## src/rtl/wb_stream_reader_ctrl.sv

```systemverilog
// Stream-to-Wishbone writer: buffers an incoming stream in a FWFT FIFO and writes it to memory
// as incrementing bursts, one transfer per enable rising edge.
module wb_stream_reader_ctrl #(
  parameter int unsigned WB_DW         = 32,
  parameter int unsigned WB_AW         = 32,
  parameter int unsigned FIFO_AW       = 4,
  parameter int unsigned MAX_BURST_LEN = 2**FIFO_AW
) (
  input  logic                 clk,
  input  logic                 rst_n,
  // Wishbone master
  output logic [WB_AW-1:0]     wbm_adr_o,
  output logic [WB_DW-1:0]     wbm_dat_o,
  output logic [WB_DW/8-1:0]   wbm_sel_o,
  output logic                 wbm_we_o,
  output logic                 wbm_cyc_o,
  output logic                 wbm_stb_o,
  output logic [2:0]           wbm_cti_o,
  output logic [1:0]           wbm_bte_o,
  input  logic [WB_DW-1:0]     wbm_dat_i,
  input  logic                 wbm_ack_i,
  input  logic                 wbm_err_i,
  input  logic                 wbm_rty_i,
  // Stream sink
  input  logic [WB_DW-1:0]     stream_s_data_i,
  input  logic                 stream_s_valid_i,
  output logic                 stream_s_ready_o,
  // Control / status
  input  logic                 enable,
  input  logic [WB_AW-1:0]     start_adr,
  input  logic [WB_AW-1:0]     buf_size,
  input  logic [WB_AW-1:0]     burst_size,
  output logic                 busy,
  output logic [WB_AW-1:0]     tx_cnt,
  output logic                 irq,
  output logic                 err
);

  localparam int unsigned Depth = 2**FIFO_AW;
  localparam int unsigned Bytes = WB_DW / 8;
  localparam logic [WB_AW-1:0] MaxBurst = WB_AW'(MAX_BURST_LEN);

  typedef enum logic [1:0] {StIdle, StWait, StBurst} state_e;

  state_e             state_q;
  logic               enable_q;
  logic [WB_AW-1:0]   start_adr_q;
  logic [WB_AW-1:0]   buf_size_q;
  logic [WB_AW-1:0]   burst_size_q;
  logic [WB_AW-1:0]   burst_rem_q;

  logic [WB_DW-1:0]   mem [Depth];
  logic [FIFO_AW-1:0] wr_ptr_q;
  logic [FIFO_AW-1:0] rd_ptr_q;
  logic [FIFO_AW:0]   count_q;

  logic               in_burst;
  logic               push;
  logic               pop;
  logic               final_beat;
  logic [WB_AW-1:0]   fifo_level;
  logic [WB_AW-1:0]   remaining;
  logic [WB_AW-1:0]   burst_len;
  logic [WB_AW-1:0]   tx_next;

  logic               unused_inputs;
  assign unused_inputs = ^{wbm_dat_i, wbm_rty_i};

  // ---------------------------------------------------------------------------------------------
  // FIFO
  // ---------------------------------------------------------------------------------------------
  assign in_burst         = (state_q == StBurst);
  assign stream_s_ready_o = (count_q < (FIFO_AW + 1)'(Depth));
  assign push             = stream_s_valid_i && stream_s_ready_o;
  // An errored beat is not consumed, so its word stays at the head.
  assign pop              = in_burst && wbm_ack_i && !wbm_err_i && (count_q != '0);

  always_ff @(posedge clk) begin
    if (push) begin
      mem[wr_ptr_q] <= stream_s_data_i;
    end
  end

  always_ff @(posedge clk or negedge rst_n) begin
    if (!rst_n) begin
      wr_ptr_q <= '0;
      rd_ptr_q <= '0;
      count_q  <= '0;
    end else begin
      if (push) begin
        wr_ptr_q <= wr_ptr_q + 1'b1;
      end
      if (pop) begin
        rd_ptr_q <= rd_ptr_q + 1'b1;
      end
      unique case ({push, pop})
        2'b10:   count_q <= count_q + 1'b1;
        2'b01:   count_q <= count_q - 1'b1;
        default: count_q <= count_q;
      endcase
    end
  end

  // ---------------------------------------------------------------------------------------------
  // Burst length and bus outputs
  // ---------------------------------------------------------------------------------------------
  assign fifo_level = WB_AW'(count_q);
  assign tx_next    = tx_cnt + WB_AW'(1);
  assign final_beat = (burst_rem_q == WB_AW'(1));

  always_comb begin
    remaining = buf_size_q - tx_cnt;
    burst_len = (burst_size_q == '0) ? WB_AW'(1) : burst_size_q;
    if (burst_len > MaxBurst) begin
      burst_len = MaxBurst;
    end
    if (burst_len > remaining) begin
      burst_len = remaining;
    end
  end

  assign wbm_cyc_o = in_burst;
  assign wbm_stb_o = in_burst;
  assign wbm_we_o  = in_burst;
  assign wbm_sel_o = in_burst ? '1 : '0;
  assign wbm_bte_o = 2'b00;
  assign wbm_adr_o = in_burst ? (start_adr_q + tx_cnt * WB_AW'(Bytes)) : '0;
  assign wbm_dat_o = in_burst ? mem[rd_ptr_q] : '0;
  assign wbm_cti_o = !in_burst ? 3'b000 : (final_beat ? 3'b111 : 3'b010);

  // ---------------------------------------------------------------------------------------------
  // Control FSM
  // ---------------------------------------------------------------------------------------------
  always_ff @(posedge clk or negedge rst_n) begin
    if (!rst_n) begin
      state_q      <= StIdle;
      enable_q     <= 1'b0;
      start_adr_q  <= '0;
      buf_size_q   <= '0;
      burst_size_q <= '0;
      burst_rem_q  <= '0;
      tx_cnt       <= '0;
      busy         <= 1'b0;
      irq          <= 1'b0;
      err          <= 1'b0;
    end else begin
      enable_q <= enable;
      irq      <= 1'b0;
      unique case (state_q)
        StIdle: begin
          if (enable && !enable_q) begin
            start_adr_q  <= start_adr;
            buf_size_q   <= buf_size;
            burst_size_q <= burst_size;
            tx_cnt       <= '0;
            err          <= 1'b0;
            busy         <= 1'b1;
            state_q      <= StWait;
          end
        end
        StWait: begin
          if (buf_size_q == '0) begin
            busy    <= 1'b0;
            irq     <= 1'b1;
            state_q <= StIdle;
          end else if (fifo_level >= burst_len) begin
            burst_rem_q <= burst_len;
            state_q     <= StBurst;
          end
        end
        StBurst: begin
          if (wbm_err_i) begin
            err     <= 1'b1;
            busy    <= 1'b0;
            state_q <= StIdle;
          end else if (wbm_ack_i) begin
            tx_cnt      <= tx_next;
            burst_rem_q <= burst_rem_q - WB_AW'(1);
            if (final_beat) begin
              if (tx_next == buf_size_q) begin
                busy    <= 1'b0;
                irq     <= 1'b1;
                state_q <= StIdle;
              end else begin
                state_q <= StWait;
              end
            end
          end
        end
        default: state_q <= StIdle;
      endcase
    end
  end

endmodule

```

## config.mk

```make
export PLATFORM = sky130hd
export DESIGN_NAME = wb_stream_reader_ctrl
export DESIGN_NICKNAME = d
export VERILOG_FILES = /design/src/rtl/wb_stream_reader_ctrl.sv
export SDC_FILE = /design/constraint.sdc
export NUM_CORES = 1
export LEC_CHECK = 0
export BUFFER_PORTS_ARGS = -buffer_cell sky130_fd_sc_hd__buf_4
export CORE_MARGIN = 2
export CORE_UTILIZATION = 49
export DETAILED_ROUTE_END_ITERATION = 10
export GPL_TIMING_DRIVEN = 0
export HOLD_SLACK_MARGIN = 0.03
export PLACE_DENSITY = 0.74
export SYNTH_ARGS = -nofsm -noshare
export SYNTH_HDL_FRONTEND = slang
export SYNTH_SLANG_ARGS = --single-unit
export TNS_END_PERCENT = 1
```

## constraint.sdc

```tcl
create_clock -name clk -period 8.1 [get_ports clk]
set_input_delay 0.405 -clock clk [delete_from_list [all_inputs] [get_ports clk]]
set_output_delay 0.405 -clock clk [all_outputs]
set_load 0.03 [all_outputs]
```

# Word level (Yosys, flattened, before mapping)
# Memory sizes are Yosys's and may differ from the RTL's.
# Cells that the tools add are included.
word_totals:
  mem_count: 1
  reg_bits: 179
  elab_cells: 108
  mem_bits_rw: 512
  output_inout_bits: 112
op_classes:
  order_cmp: 4
  addsub: 8
  n_reduce_logical: 21
  muxes: 44
  n_eq_ne: 17
mem_list:
  columns: ["memory", "depth", "word_bits", "read_ports", "rd_ports_with_merged_regs", "wr", "line", "text"]
  rows:
  - ["mem", 16, 32, 1, 0, 1, "52", "logic [WB_DW-1:0] mem [Depth];"]
op_table:
  columns: ["op", "n"]
  rows:
  - ["$mux 32", 12]
  - ["$pmux 32 s2", 2]
  - ["$logic_not 32->1", 2]
  - ["$add 32x1->32 const B", 1]
  - ["$add 32x32->32", 1]
  - ["$eq 32x1->1 const B", 1]
  - ["$eq 32x32->1", 1]
  - ["$ge 5x32->1", 1]
  - ["$gt 32x32->1", 1]
  - ["$gt 32x5->1 const B", 1]
  - ["$sub 32x1->32 const B", 1]
  - ["$sub 32x32->32", 1]
  - ["$mux 1", 16]
  - ["$ne 2x2->1 const B", 7]
  - ["$mux 2", 6]
  - ["$pmux 5 s2", 1]
  - ["$add 4x1->4 const B", 2]
  - ["$reduce_and 4->1", 2]
  - ["$mux 3", 2]
  - ["$ne 3x2->1 const B", 2]
  - ["$ne 3x3->1 const B", 2]
  - ["$pmux 2 s3", 1]
  - ["$reduce_and 6->1", 1]
  - ["$reduce_bool 2->1", 3]
  - ["16 further kinds", 24]

# Longest topological paths before layout
logic_depth:
  ltp_word: 10
  mapped_depth: 37
  ltp_nobuf: 33

# Worst setup path after synthesis
# OpenSTA, ideal clock, no wires.
synth_timing:
  path_kind: "flip-flop to flip-flop"
  startpoint: "reg tx_cnt[4]"
  endpoint: "reg burst_rem_q[5]"
  n_path_buf: 3
  required_time_ps: 7976
  slack_ps: 1341
  t_arrival_ps: 6635
  path_stages_with_launch: 33
  synth_period_minus_slack_ps: 6759
  path_cell_list: "dfrtp_1 -> inv_1 -> ha_1 -> a21o_1 -> or3_4 -> o21ba_4 -> o211a_4 -> o22ai_2 -> o41ai_1 -> xor2_1 -> inv_1 -> ha_1 -> and4_1 -> nand2_1 -> nor2_1 -> a221oi_1 -> or2_2 -> clkbuf_1 -> mux2i_1 -> ha_1 -> nand2b_1 -> a21oi_1 -> nor2b_1 -> o21ai_0 -> a21oi_1 -> nor2b_1 -> nor4b_1 -> a221oi_4 -> or2_1 -> buf_6 -> buf_6 -> and2_0 -> a211o_1"
synth_via:
  elab_chain_len: 6
  word_cells_on_any_way: 9
synth_rtl:
  columns: ["item", "line", "text"]
  rows:
  - ["start, declared", "34", "output logic [WB_AW-1:0] tx_cnt,"]
  - ["start signal, assigned", "177", "tx_cnt <= tx_next;"]
  - ["$sub 32x32->32 *", "112", "remaining = buf_size_q - tx_cnt;"]
  - ["$gt 32x32->1", "117", "if (burst_len > remaining) begin"]
  - ["$mux 32 *", "117", null]
  - ["$ge 5x32->1 / $mux 32 (equally long branches)", "166", "end else if (fifo_level >= burst_len) begin"]
  - ["$ne 2x2->1 (no line) / $mux 32 (equally long branches)", null, null]
  - ["$reduce_and 5->1 (no line) / $pmux 32 s2 (equally long branches)", null, null]
  - ["end signal, assigned", "167", "burst_rem_q <= burst_len;"]
  - ["end signal, assigned", "178", "burst_rem_q <= burst_rem_q - WB_AW'(1);"]
  - ["end, declared", "50", "logic [WB_AW-1:0] burst_rem_q;"]
# Every way passes the cells marked *; elsewhere a longest branch is shown, timed or not. The select of a mux whose other input is x is not followed.
# A chain may end at the register's enable or synchronous reset.

# Worst setup path in the final report
layout_timing:
  startpoint: "reg tx_cnt[4]"
  endpoint: "reg burst_rem_q[24]"
# The elaborated chain is that of the path after synthesis.

==> impl_results.rst <==
.. list-table::
   :header-rows: 1

   * - Metric
     - Value
   * - Result of the run
     - finished, final reports clean
   * - Final standard cell utilization of the core
     - 59.9%
   * - Unrepaired setup endpoints after global routing
     - true
   * - Via count of the first global-routing pass
     - 23100
   * - Initial Utilization
     - 49.7%
   * - Type of the worst setup path
     - reg2reg
   * - Global-route wire length before repair
     - 140000 um
   * - Maximum clock skew at final layout
     - 0.0743 ns
   * - Worst path max stage delay
     - 0.54 ns
   * - Sequential cell area fraction in the yosys report
     - 59.3%
   * - Share of synthesized flip-flops with an asynchronous set or reset
     - 25.9%
   * - Number of DRC markers after the initial detailed-route iteration
     - 2269
   * - Grt total ovfl
     - 0
   * - Cell count after synthesis
     - 2321
   * - Type of the tightest min-delay check
     - in2reg
   * - Post-detailed-route via-to-cell ratio
     - 6.10
   * - Clock power frac
     - 24.7%
   * - Number of detailed-route iterations in the first pass
     - 6
   * - Sum of net half-perimeters after detailed placement
     - 60600 um
   * - Clock Tree Root
     - sky130_fd_sc_hd__clkbuf_16
   * - Core region area
     - 67400 um2
   * - Clock buffers created by TritonCTS
     - 73
   * - Number of cells in the finished layout apart from fillers
     - 3714
   * - Relative slew slack
     - 21.6%
   * - Total setup violations reported at the end of the flow
     - 0
   * - Commonest register cell after synthesis
     - sky130_fd_sc_hd__edfxtp_1
   * - Cell Rows
     - 95
   * - Clock latency reported for the late side of the worst-skew pair
     - 0.66 ns
   * - Part of the total power dissipated in sequential elements
     - 33.3%
   * - Count of pins on the block boundary
     - 279
   * - Nets
     - 3067
   * - Least-Margin Pin Slew
     - 1.18 ns
   * - Antenna violations before repair
     - 6
   * - Worst voltage drop across the vdd grid
     - 243 uV
   * - Area of the mapped netlist
     - 33500 um2
   * - Average wire per cell in the routed design
     - 25.2 um
   * - Maximum clock insertion buffer count
     - 3
   * - Leak Pwr
     - 0.0151 uW
   * - Total design power
     - 13800 uW
   * - DR vias
     - 22600
   * - Critical path launch point type
     - flip-flop
   * - Area Growth Syn to Fin
     - 20.6%
   * - Minimum clock period
     - 7.68 ns
   * - Final count of hold timing violations
     - 0
   * - Internal Pwr Total
     - 8690 uW
   * - Remaining routing DRC violations
     - 0
   * - Buffers added on ports
     - 243
   * - Placed Cells
     - 3482
   * - Pin count of the biggest net entering global routing
     - 92
   * - Final cycle utilization of the critical path
     - 94.9%
   * - Power density over the cells
     - 343 nW/um2
   * - Comb power frac
     - 42.0%
   * - Number of pins with negative max-slew slack in the final report
     - 0
   * - Arrival time worst endpoint
     - 8.20 ns
   * - Maximum clock frequency
     - 130 MHz
   * - DRT Wirelength
     - 93500 um
   * - Clock tree from TritonCTS
     - done
   * - Per-instance average area after synthesis
     - 14.4 um2
   * - Number of max-cap violations
     - 0
   * - H-tree levels
     - 3
   * - Global-route usage over all layers
     - 26.5%
   * - Setup crit end kind
     - flip-flop
   * - DRT antenna net count
     - 0
   * - Clk sink count
     - 691
   * - Share of post-route cells with drive strength above 1
     - 25.3%
   * - RD Place Congestion
     - 0.917
   * - Die boundary height
     - 265 um
   * - Total die area
     - 70400 um2
   * - Number of enable flip-flop cells after synthesis
     - 512
   * - Net switching power
     - 5140 uW
   * - Clock-pin slew on the worst setup and hold paths
     - 0.06 ns
   * - Fraction of power spent switching nets
     - 37.2%
   * - Warnings from Yosys
     - 0
   * - Crit path max fanout
     - 10
   * - Master of the slowest instance on the critical path
     - sky130_fd_sc_hd__dfrtp_1
   * - FF+latch count, synth
     - 691
   * - Required arrival time at the worst endpoint
     - 8.62 ns
   * - Library cells used by synthesis
     - 94
   * - Horiz. Die Dim
     - 265 um
==> power by group through the flow <==
| stage | Clock, uW | Combinational (uW) | Sequential, uW |
|---|---|---|---|
| finish | 3420 | 5800 | 4600 |
| global route | 3590 | 6300 | 4640 |
| CTS | 3460 | 5700 | 4590 |
| detailed placement | 0 | 5580 | 4650 |
| global placement | 0 | 5430 | 4630 |
| floorplan | 0 | 4130 | 4510 |
==> cells in the final DEF, fill, tap and decap left out, types with 73 or more instances in the layout <==
cell type	n
sky130_fd_sc_hd__dlygate4sd3_1	98
sky130_fd_sc_hd__buf_4	255
sky130_fd_sc_hd__a21oi_1	93
sky130_fd_sc_hd__dfrtp_1	179
sky130_fd_sc_hd__inv_1	78
sky130_fd_sc_hd__edfxtp_1	512
sky130_fd_sc_hd__clkbuf_16	73
sky130_fd_sc_hd__ha_1	113
sky130_fd_sc_hd__clkbuf_1	85
sky130_fd_sc_hd__nor2_1	120
sky130_fd_sc_hd__nand2_1	109
sky130_fd_sc_hd__mux4_2	160
sky130_fd_sc_hd__mux2_2	101
sky130_fd_sc_hd__o21ai_0	84
==> stage by stage <==
| step | hold WS, ns | worst slack (ns) | setup TNS [ns] | area [um2] |
|---|---|---|---|---|
| CTS | 0.0302 | 0.0259 | 0 | 40300 |
| global placement | 0.479 | 0.0901 | 0 | 36500 |
| floorplan | 0.109 | 1.34 | 0 | 33600 |
| finish | 0.0552 | 0.417 | 0 | 40400 |
| detailed placement | 0.453 | 0.0449 | 0 | 36900 |
| global route | 0.0408 | -0.0330 | -0.0864 | 40400 |
==> sequential cells by signal, summed over array words and instances, names as in the netlist <==
signal and cells:
mem 512, err 1, burst_rem_q 32, busy 1, count_q 5, tx_cnt 32
irq 1, state_q 2, enable_q 1, buf_size_q 32, rd_ptr_q 4, burst_size_q 32
wr_ptr_q 4, start_adr_q 32
==> cells in the mapped netlist, types with 7 or more instances <==
| master | n | area (um2) |
|---|---|---|
| sky130_fd_sc_hd__o21ai_0 | 84 | 420 |
| sky130_fd_sc_hd__mux2_2 | 101 | 1140 |
| sky130_fd_sc_hd__o31ai_1 | 9 | 67.6 |
| sky130_fd_sc_hd__and2_1 | 59 | 369 |
| sky130_fd_sc_hd__o21bai_1 | 8 | 60.1 |
| sky130_fd_sc_hd__xor2_1 | 42 | 368 |
| sky130_fd_sc_hd__inv_1 | 78 | 293 |
| sky130_fd_sc_hd__o22ai_1 | 8 | 50.1 |
| sky130_fd_sc_hd__dfrtp_1 | 179 | 4480 |
| sky130_fd_sc_hd__nand3_1 | 40 | 200 |
| sky130_fd_sc_hd__and3_1 | 20 | 125 |
| sky130_fd_sc_hd__nor2b_1 | 12 | 75.1 |
| sky130_fd_sc_hd__nor2_1 | 121 | 454 |
| sky130_fd_sc_hd__ha_1 | 113 | 1410 |
| sky130_fd_sc_hd__clkbuf_1 | 69 | 259 |
| sky130_fd_sc_hd__buf_4 | 11 | 82.6 |
| sky130_fd_sc_hd__edfxtp_1 | 512 | 15400 |
| sky130_fd_sc_hd__o21ai_1 | 7 | 35.0 |
| sky130_fd_sc_hd__or3_1 | 31 | 194 |
| sky130_fd_sc_hd__buf_2 | 8 | 40.0 |
| sky130_fd_sc_hd__a21oi_1 | 94 | 470 |
| sky130_fd_sc_hd__a211o_1 | 8 | 70.1 |
| sky130_fd_sc_hd__nand2b_1 | 9 | 56.3 |
| sky130_fd_sc_hd__a21o_1 | 58 | 435 |
| sky130_fd_sc_hd__a221o_1 | 7 | 70.1 |
| sky130_fd_sc_hd__mux4_2 | 160 | 3600 |
| sky130_fd_sc_hd__nor4_1 | 35 | 219 |
| sky130_fd_sc_hd__a211oi_1 | 9 | 67.6 |
| sky130_fd_sc_hd__o21a_1 | 12 | 90.1 |
| sky130_fd_sc_hd__nand2_1 | 109 | 409 |
| sky130_fd_sc_hd__buf_1 | 14 | 52.6 |
| sky130_fd_sc_hd__xnor2_1 | 69 | 604 |
| sky130_fd_sc_hd__nand4_1 | 33 | 206 |
| sky130_fd_sc_hd__nor3_1 | 42 | 210 |
| sky130_fd_sc_hd__or2_2 | 10 | 62.6 |
| sky130_fd_sc_hd__o211ai_1 | 14 | 105 |
| sky130_fd_sc_hd__or4_1 | 8 | 60.1 |
==> routing by layer <==
| metal | vias to the layer above | global-route usage [%] | share of wire [%] |
|---|---|---|---|
| li1 | 9888 | - | - |
| met1 | 11500 | 32.8 | 38 |
| met2 | 1012 | 45.6 | 51 |
| met3 | 247 | 5.13 | 7.7 |
| met4 | 6 | 11.1 | 3.9 |
| met5 | - | 0 | 0.035 |
==> worst paths after layout <==
path / to / slack [ns] / startpoint / cells after the start
max: burst_rem_q[24] / 0.42 / tx_cnt[4] / 34
min: burst_size_q[16] / 0.06 / burst_size[16] / 2
max reg2reg: burst_rem_q[24] / 0.42 / tx_cnt[4] / 34
min reg2reg: burst_size_q[18] / 0.50 / burst_size_q[18] / 1
max in group asynchronous: start_adr_q[7] / 6.80 / rst_n / 3
min in group asynchronous: burst_rem_q[31] / 0.35 / rst_n / 2
==> what timing repair did <==
action,CTS,global route
setup endpoints to repair,0,32
endpoints found under the hold margin,333,0
resized for setup,0,7
hold buffers,98,0
buffers inserted,0,2
==> critical path, delay by kind of cell, from the launching register on <==
| family | cells | cell delay (ns) |
|---|---|---|
| xor+xnor | 1 | 0.36 |
| flops | 1 | 0.54 |
| buf+inv | 6 | 0.97 |
| simple gates | 11 | 2.30 |
| fa+ha+maj | 3 | 0.84 |
| mux | 1 | 0.37 |
| compound gates | 12 | 2.20 |
==> final cells by class <==
class,count,area (um2)
fill,4908,27000
inverter,78,293
antenna,2,5.00
timing repair buffer,360,3180
sequential,691,19900
clock inverter,35,505
tap,873,1090
clock buffer,95,1960
multi-input combinational,1470,13000
buffer,110,513
==> cell families (layout without fill, tap and decap cells) <==
kind of cell / Yosys count / count (layout) / share of synthesized area [%]
buffers and inverters: 188 / 678 / 2.40
AO/OA/AOI/OAI: 386 / 386 / 7.77
multiplexers: 265 / 265 / 14.3
AND/OR/NAND/NOR: 563 / 563 / 8.89
XOR/XNOR: 111 / 111 / 2.91
adder cells (fa/ha/maj): 116 / 116 / 4.40
other: 1 / 31 / 0.0112
flip-flops: 691 / 691 / 59.3
No activity file was read; power rests on OpenSTA's default activity.
